===== config.mk =====
export PLATFORM = sky130hd
export DESIGN_NAME = store_unit
export DESIGN_NICKNAME = d
export VERILOG_FILES = /design/src/rtl/store_unit.sv
export SDC_FILE = /design/constraint.sdc
export NUM_CORES = 1
export LEC_CHECK = 0
export CORE_UTILIZATION = 42
export CTS_BUF_LIST = sky130_fd_sc_hd__clkbuf_16
export CTS_CLUSTER_DIAMETER = 80
export DETAILED_ROUTE_END_ITERATION = 8
export PLACE_DENSITY = 0.9
export SLEW_MARGIN = 15
export SYNTH_ARGS = -nofsm -noshare
export SYNTH_HDL_FRONTEND = slang
export SYNTH_SLANG_ARGS = --single-unit
export TNS_END_PERCENT = 10

===== constraint.sdc =====
create_clock -name clk_i -period 2.05 [get_ports clk_i]
set_input_delay 0.41 -clock clk_i [delete_from_list [all_inputs] [get_ports clk_i]]
set_output_delay 0.41 -clock clk_i [all_outputs]
set_load 0.02 [all_outputs]

===== src/rtl/store_unit.sv =====
// Store path from the register file to data memory: lane-shifts rs2, builds byte enables, runs req/gnt/ack.
// Build option STORE_MISALIGN_TRAP_EN: misaligned SH/SW raise st_err instead of being force-aligned.
`ifndef REG_LEN
`define REG_LEN 32
`endif

module store_unit #(
   parameter int ADDR_W      = 32,
   parameter int TIMEOUT_CYC = 255
) (
   input  logic                clk_i,
   input  logic                rst_i,
   input  logic                st_valid_i,
   output logic                st_ready_o,
   input  logic [ADDR_W-1:0]   st_addr_i,
   input  logic [`REG_LEN-1:0] st_data_i,
   input  logic [1:0]          st_size_i,
   output logic                st_done_o,
   output logic                st_err_o,
   output logic                mem_req_o,
   output logic [ADDR_W-1:0]   mem_addr_o,
   output logic [`REG_LEN-1:0] mem_wdata_o,
   output logic [3:0]          mem_be_o,
   input  logic                mem_gnt_i,
   input  logic                mem_ack_i
);

   localparam int DATA_W = `REG_LEN;
   localparam int TMR_W  = (TIMEOUT_CYC > 0) ? $clog2(TIMEOUT_CYC + 1) : 1;

   localparam logic [1:0] S_IDLE = 2'd0;
   localparam logic [1:0] S_REQ  = 2'd1;
   localparam logic [1:0] S_WAIT = 2'd2;

   localparam logic [1:0] SZ_B = 2'b00;
   localparam logic [1:0] SZ_H = 2'b01;
   localparam logic [1:0] SZ_W = 2'b10;

   logic [1:0]        state_q, state_d;
   logic [ADDR_W-1:0] addr_q, addr_d;
   logic [DATA_W-1:0] wdata_q, wdata_d;
   logic [3:0]        be_q, be_d;
   logic [TMR_W-1:0]  tmr_q, tmr_d;
   logic              done_q, done_d;
   logic              err_q, err_d;

   logic [1:0]        laneOff;
   logic [3:0]        reqBe;
   logic [DATA_W-1:0] reqWdata;
   logic              reqBad;
   logic              timeoutHit;

   // Decode the incoming request into lane-shifted data and byte enables.
   always_comb begin
      laneOff  = st_addr_i[1:0];
      reqBe    = 4'b0000;
      reqWdata = '0;
      reqBad   = 1'b0;
      case (st_size_i)
         SZ_B: begin
            reqBe    = 4'b0001 << laneOff;
            reqWdata = {4{st_data_i[7:0]}};
         end
         SZ_H: begin
`ifdef STORE_MISALIGN_TRAP_EN
            reqBad   = laneOff[0];
            reqBe    = 4'b0011 << laneOff;
`else
            reqBe    = 4'b0011 << (laneOff & 2'b10);
`endif
            reqWdata = {2{st_data_i[15:0]}};
         end
         SZ_W: begin
`ifdef STORE_MISALIGN_TRAP_EN
            reqBad   = (laneOff != 2'b00);
`endif
            reqBe    = 4'b1111;
            reqWdata = st_data_i;
         end
         default: begin
            reqBad   = 1'b1;
         end
      endcase
   end

   // A disabled timeout (TIMEOUT_CYC == 0) never fires; the timer then sits at zero.
   assign timeoutHit = (TIMEOUT_CYC != 0) && (tmr_q == TMR_W'(TIMEOUT_CYC));

   always_comb begin
      state_d = state_q;
      addr_d  = addr_q;
      wdata_d = wdata_q;
      be_d    = be_q;
      tmr_d   = tmr_q;
      done_d  = 1'b0;
      err_d   = 1'b0;
      case (state_q)
         S_IDLE: begin
            if (st_valid_i) begin
               if (reqBad) begin
                  err_d = 1'b1;
               end else begin
                  state_d = S_REQ;
                  addr_d  = {st_addr_i[ADDR_W-1:2], 2'b00};
                  wdata_d = reqWdata;
                  be_d    = reqBe;
               end
            end
         end
         S_REQ: begin
            if (mem_gnt_i) begin
               if (mem_ack_i) begin
                  state_d = S_IDLE;
                  done_d  = 1'b1;
               end else begin
                  state_d = S_WAIT;
                  tmr_d   = '0;
               end
            end
         end
         S_WAIT: begin
            // Ack wins over a timeout landing in the same cycle.
            if (mem_ack_i) begin
               state_d = S_IDLE;
               done_d  = 1'b1;
            end else if (timeoutHit) begin
               state_d = S_IDLE;
               err_d   = 1'b1;
            end else if (tmr_q != TMR_W'(TIMEOUT_CYC)) begin
               tmr_d = tmr_q + TMR_W'(1);
            end
         end
         default: begin
            state_d = S_IDLE;
         end
      endcase
   end

   always_ff @(posedge clk_i) begin
      if (!rst_i) begin
         state_q <= S_IDLE;
         addr_q  <= '0;
         wdata_q <= '0;
         be_q    <= 4'b0000;
         tmr_q   <= '0;
         done_q  <= 1'b0;
         err_q   <= 1'b0;
      end else begin
         state_q <= state_d;
         addr_q  <= addr_d;
         wdata_q <= wdata_d;
         be_q    <= be_d;
         tmr_q   <= tmr_d;
         done_q  <= done_d;
         err_q   <= err_d;
      end
   end

   assign st_ready_o  = (state_q == S_IDLE);
   assign mem_req_o   = (state_q == S_REQ);
   assign mem_addr_o  = addr_q;
   assign mem_wdata_o = wdata_q;
   assign mem_be_o    = be_q;
   assign st_done_o   = done_q;
   assign st_err_o    = err_q;

endmodule

==> metrics <==
initial antenna violation count=0; Synth area leader=dfxtp_1; r2r worst-path depth=6; die area=~8300 µm²; cts bufs inserted=9; DRT Pass-1 Iters=4; fin util=between 60% and 70%; final wirelength=between 9 and 10 mm; DP Area=between 4000 and 5000 µm²; Clock Latency Late Sink=around 0.32 ns; grt met2 use=between 40% and 50%; grt ovf=0; RSZ-0062 raised after global routing=true; Post-synth top cells=86 x nand2_1, 78 x dfxtp_1, 52 x a21oi_1; critical-path maximum fanout=13; Worst-path clk slew=roughly 0.060 ns; Root Driver=clkbuf_16; met3 usage=around 5.6%; GPL Wtd Cong=~0.81; clock skew=between 0.005 and 0.006 ns; Async SR Flop Fraction=0%; DIE HEIGHT=between 90 and 100 µm; syn avg cell area=~8.5 µm²; Max IR drop VDD=0.000593 V; total number of vias=approximately 3300; GRT busiest layer=met2; max-slew violations=0; CTS tree=built; CP Class=reg2reg; RR Startpoint=state_q[0]$_SDFFE_PN0P_; Net Sw Frac=26.2%; n_diodes=0; Net Sw Power=~1100 µW; CP required=around 2.3 ns; internal power=roughly 3200 µW; status=complete, no violations; FF+latch count, synth=between 70 and 80; Crit. Startpoint=state_q[0]$_SDFFE_PN0P_; vias in the first global route=around 3400; Worst Path Arrival=around 2.2 ns; Hold Path Class=reg2reg; largest net degree at the start of global routing=49; fin nets=about 600; cts hold-fix bufs=0; Main synth FF type=dfxtp_1; Max Fclk=0.524 GHz; Vias/cell=~5.3; number of flops mapped to enable cells by yosys=0; Pleak=between 0.0015 and 0.002 µW; CP Capture Point=tmr_q[4]$_SDFFE_PN0P_; die span in x=slightly above 90 µm; top cell type's share of synthesized area=between 40% and 50%; register area share after synthesis=a little under half; first-pass GRT wire length=approximately 16 mm; synth warn=0; Synth area leaders=dfxtp_1 47%, nand2_1 9.7%, a21oi_1 7.8%, o221a_2 4.4%, o21ai_0 2.6%; met1 Use GR=roughly a quarter; sequential power share=about two fifths; Synth Cell Area=around 3300 µm²; Tcrit/Tclk final=between 90% and 100%; ANT nets after route=0; Initial Utilization=a little over two fifths; CTS Sinks=between 70 and 80; Max-Cap Viols=0; Clock Power Share=38.5%; Post-Syn Instances=around 400; area grow syn2layout=55.9%; CP Launch Type=flip-flop; Comb power frac=22.1%; GRT Overall Usage=between 20% and 30%; WL/cell=~15 µm; layout cell share with drive strength beyond 1=10.7%; setup violators final=0; Clock Path Buffers=2; relative slew slack=57.2%; Rows=32; H-tree levels=3; Final Cell Area=just over 5000 µm²; Unique masters post-synth=46; count leader, synth=nand2_1; Core ar.=7690 µm²; DPL Wire Length=6.91 mm; DRC viols=0; worst reg2reg endpoint=tmr_q[4]$_SDFFE_PN0P_; initial DRC count=163; r2r setup slk=0.14 ns; Worst Tran Pin Value=around 0.64 ns; post-layout minimum cycle time=1.91 ns; Fin. Hold Viols=0; Power Dens Cells=just over 800 nW/µm²; Port Buffer Count=140; CP Capture Type=flip-flop; I/O pins=around 140
per-stage QoR:
stage / cells / TNS (ns) / hold slack (ns) / setup slack [ns] / power (µW)
floorplan: 392 / 0 / 0.460 / 0.370 / 2190
CTS: 635 / 0 / 0.455 / 0.0184 / 4350
global placement: 619 / -1.29 / 0.441 / -0.0899 / 2640
global route: 635 / -0.00165 / 0.475 / -0.00165 / 4490
detailed placement: 619 / -2.95 / 0.447 / -0.183 / 2680
finish: 635 / 0 / 0.454 / 0.142 / 4290
critical path, cell delays in order, from the launching register on:
cell and delay [ns]:
dfxtp_1 0.36, inv_1 0.08, ha_1 0.30, a21oi_1 0.19
o21ai_2 0.17, or4_1 0.53, a21oi_1 0.19
layer usage:
metal  part of all wire [%]  routed length [µm]  vias to the layer above
li1                       -                   -                     1637
met1                     40                3720                     1549
met2                     51                4800                      126
met3                    5.9                 551                       30
met4                    3.0                 285                        0
met5                      0                   0                        -
how the worst min path moves through the flow:
stage | from | cells past startpoint | slack (ns) | end
after floorplan | tmr_q[7]$_SDFFE_PN0P_ | 2 | 0.46 | tmr_q[7]$_SDFFE_PN0P_
after global placement | mem_wdata_o[6]$_SDFFE_PN0P_ | 2 | 0.44 | mem_wdata_o[6]$_SDFFE_PN0P_
after detailed placement | mem_wdata_o[6]$_SDFFE_PN0P_ | 2 | 0.45 | mem_wdata_o[6]$_SDFFE_PN0P_
after CTS | mem_wdata_o[6]$_SDFFE_PN0P_ | 2 | 0.46 | mem_wdata_o[6]$_SDFFE_PN0P_
after global routing | mem_wdata_o[6]$_SDFFE_PN0P_ | 2 | 0.47 | mem_wdata_o[6]$_SDFFE_PN0P_
final | mem_addr_o[30]$_SDFFE_PN0P_ | 2 | 0.45 | mem_addr_o[30]$_SDFFE_PN0P_
state kept, by name (all words and copies together) (netlist names):
| signal | flops |
|---|---|
| mem_addr_o | 30 |
| mem_be_o | 4 |
| mem_wdata_o | 32 |
| st_done_o | 1 |
| st_err_o | 1 |
| state_q | 2 |
| tmr_q | 8 |
cell type report:
cell class | count | area, µm²
Clock buffer | 9 | 225
Clock inverter | 7 | 91.3
Fill cell | 632 | 2490
Inverter | 9 | 33.8
Multi-Input combinational cell | 275 | 1590
Sequential cell | 78 | 1560
Tap cell | 102 | 128
Timing Repair Buffer | 155 | 1570
power groups by stage:
stage | Sequential (µW) | Clock (µW) | Combinational (µW)
floorplan | 1850 | 0 | 344
global route | 1710 | 1760 | 1020
global placement | 1720 | 0 | 923
CTS | 1690 | 1700 | 953
finish | 1690 | 1650 | 946
detailed placement | 1730 | 0 | 948
timing repair:
action,in CTS,in global routing
endpoints found under the hold margin,0,0
endpoints found under the setup margin,0,5
setup buffers,0,0
gates resized for setup,0,3
cell usage in the layout, fill, tap and decap left out, types with 2 or more instances in the layout:
| cell | Yosys | final |
|---|---|---|
| a211oi_1 | 2 | 2 |
| a21oi_1 | 52 | 51 |
| a221oi_1 | 6 | 6 |
| a311oi_1 | 2 | 2 |
| and2_1 | 13 | 13 |
| buf_12 | 0 | 4 |
| buf_4 | 3 | 11 |
| bufinv_16 | 0 | 2 |
| clkbuf_16 | 0 | 9 |
| clkdlybuf4s50_1 | 0 | 138 |
| clkinvlp_4 | 0 | 2 |
| conb_1 | 1 | 2 |
| dfxtp_1 | 78 | 78 |
| dlymetal6s2s_1 | 0 | 2 |
| ha_1 | 4 | 4 |
| inv_1 | 7 | 9 |
| inv_2 | 2 | 2 |
| mux2_2 | 2 | 2 |
| mux2i_1 | 7 | 7 |
| nand2_1 | 86 | 86 |
| nand2b_1 | 3 | 3 |
| nand3_1 | 6 | 6 |
| nor2_1 | 16 | 15 |
| nor2b_1 | 3 | 3 |
| nor3_1 | 9 | 9 |
| o211a_1 | 2 | 2 |
| o211ai_1 | 2 | 2 |
| o21ai_0 | 17 | 17 |
| o221a_2 | 13 | 13 |
| o22ai_1 | 4 | 4 |
| o31ai_1 | 4 | 4 |
| or3_1 | 2 | 2 |
| or4_1 | 4 | 4 |
logic make-up (layout without fill, tap and decap cells):
kind of cell / count (synthesis) / after routing / synth area share (%)
fa+ha+maj: 4 / 4 / 1.50
other cells: 1 / 2 / 0.113
simple gates: 150 / 150 / 20.9
mux: 9 / 9 / 2.78
buf+inv: 39 / 180 / 6.08
flops: 78 / 78 / 46.8
compound gates: 110 / 110 / 21.8
(Power assumes the default switching activity.)
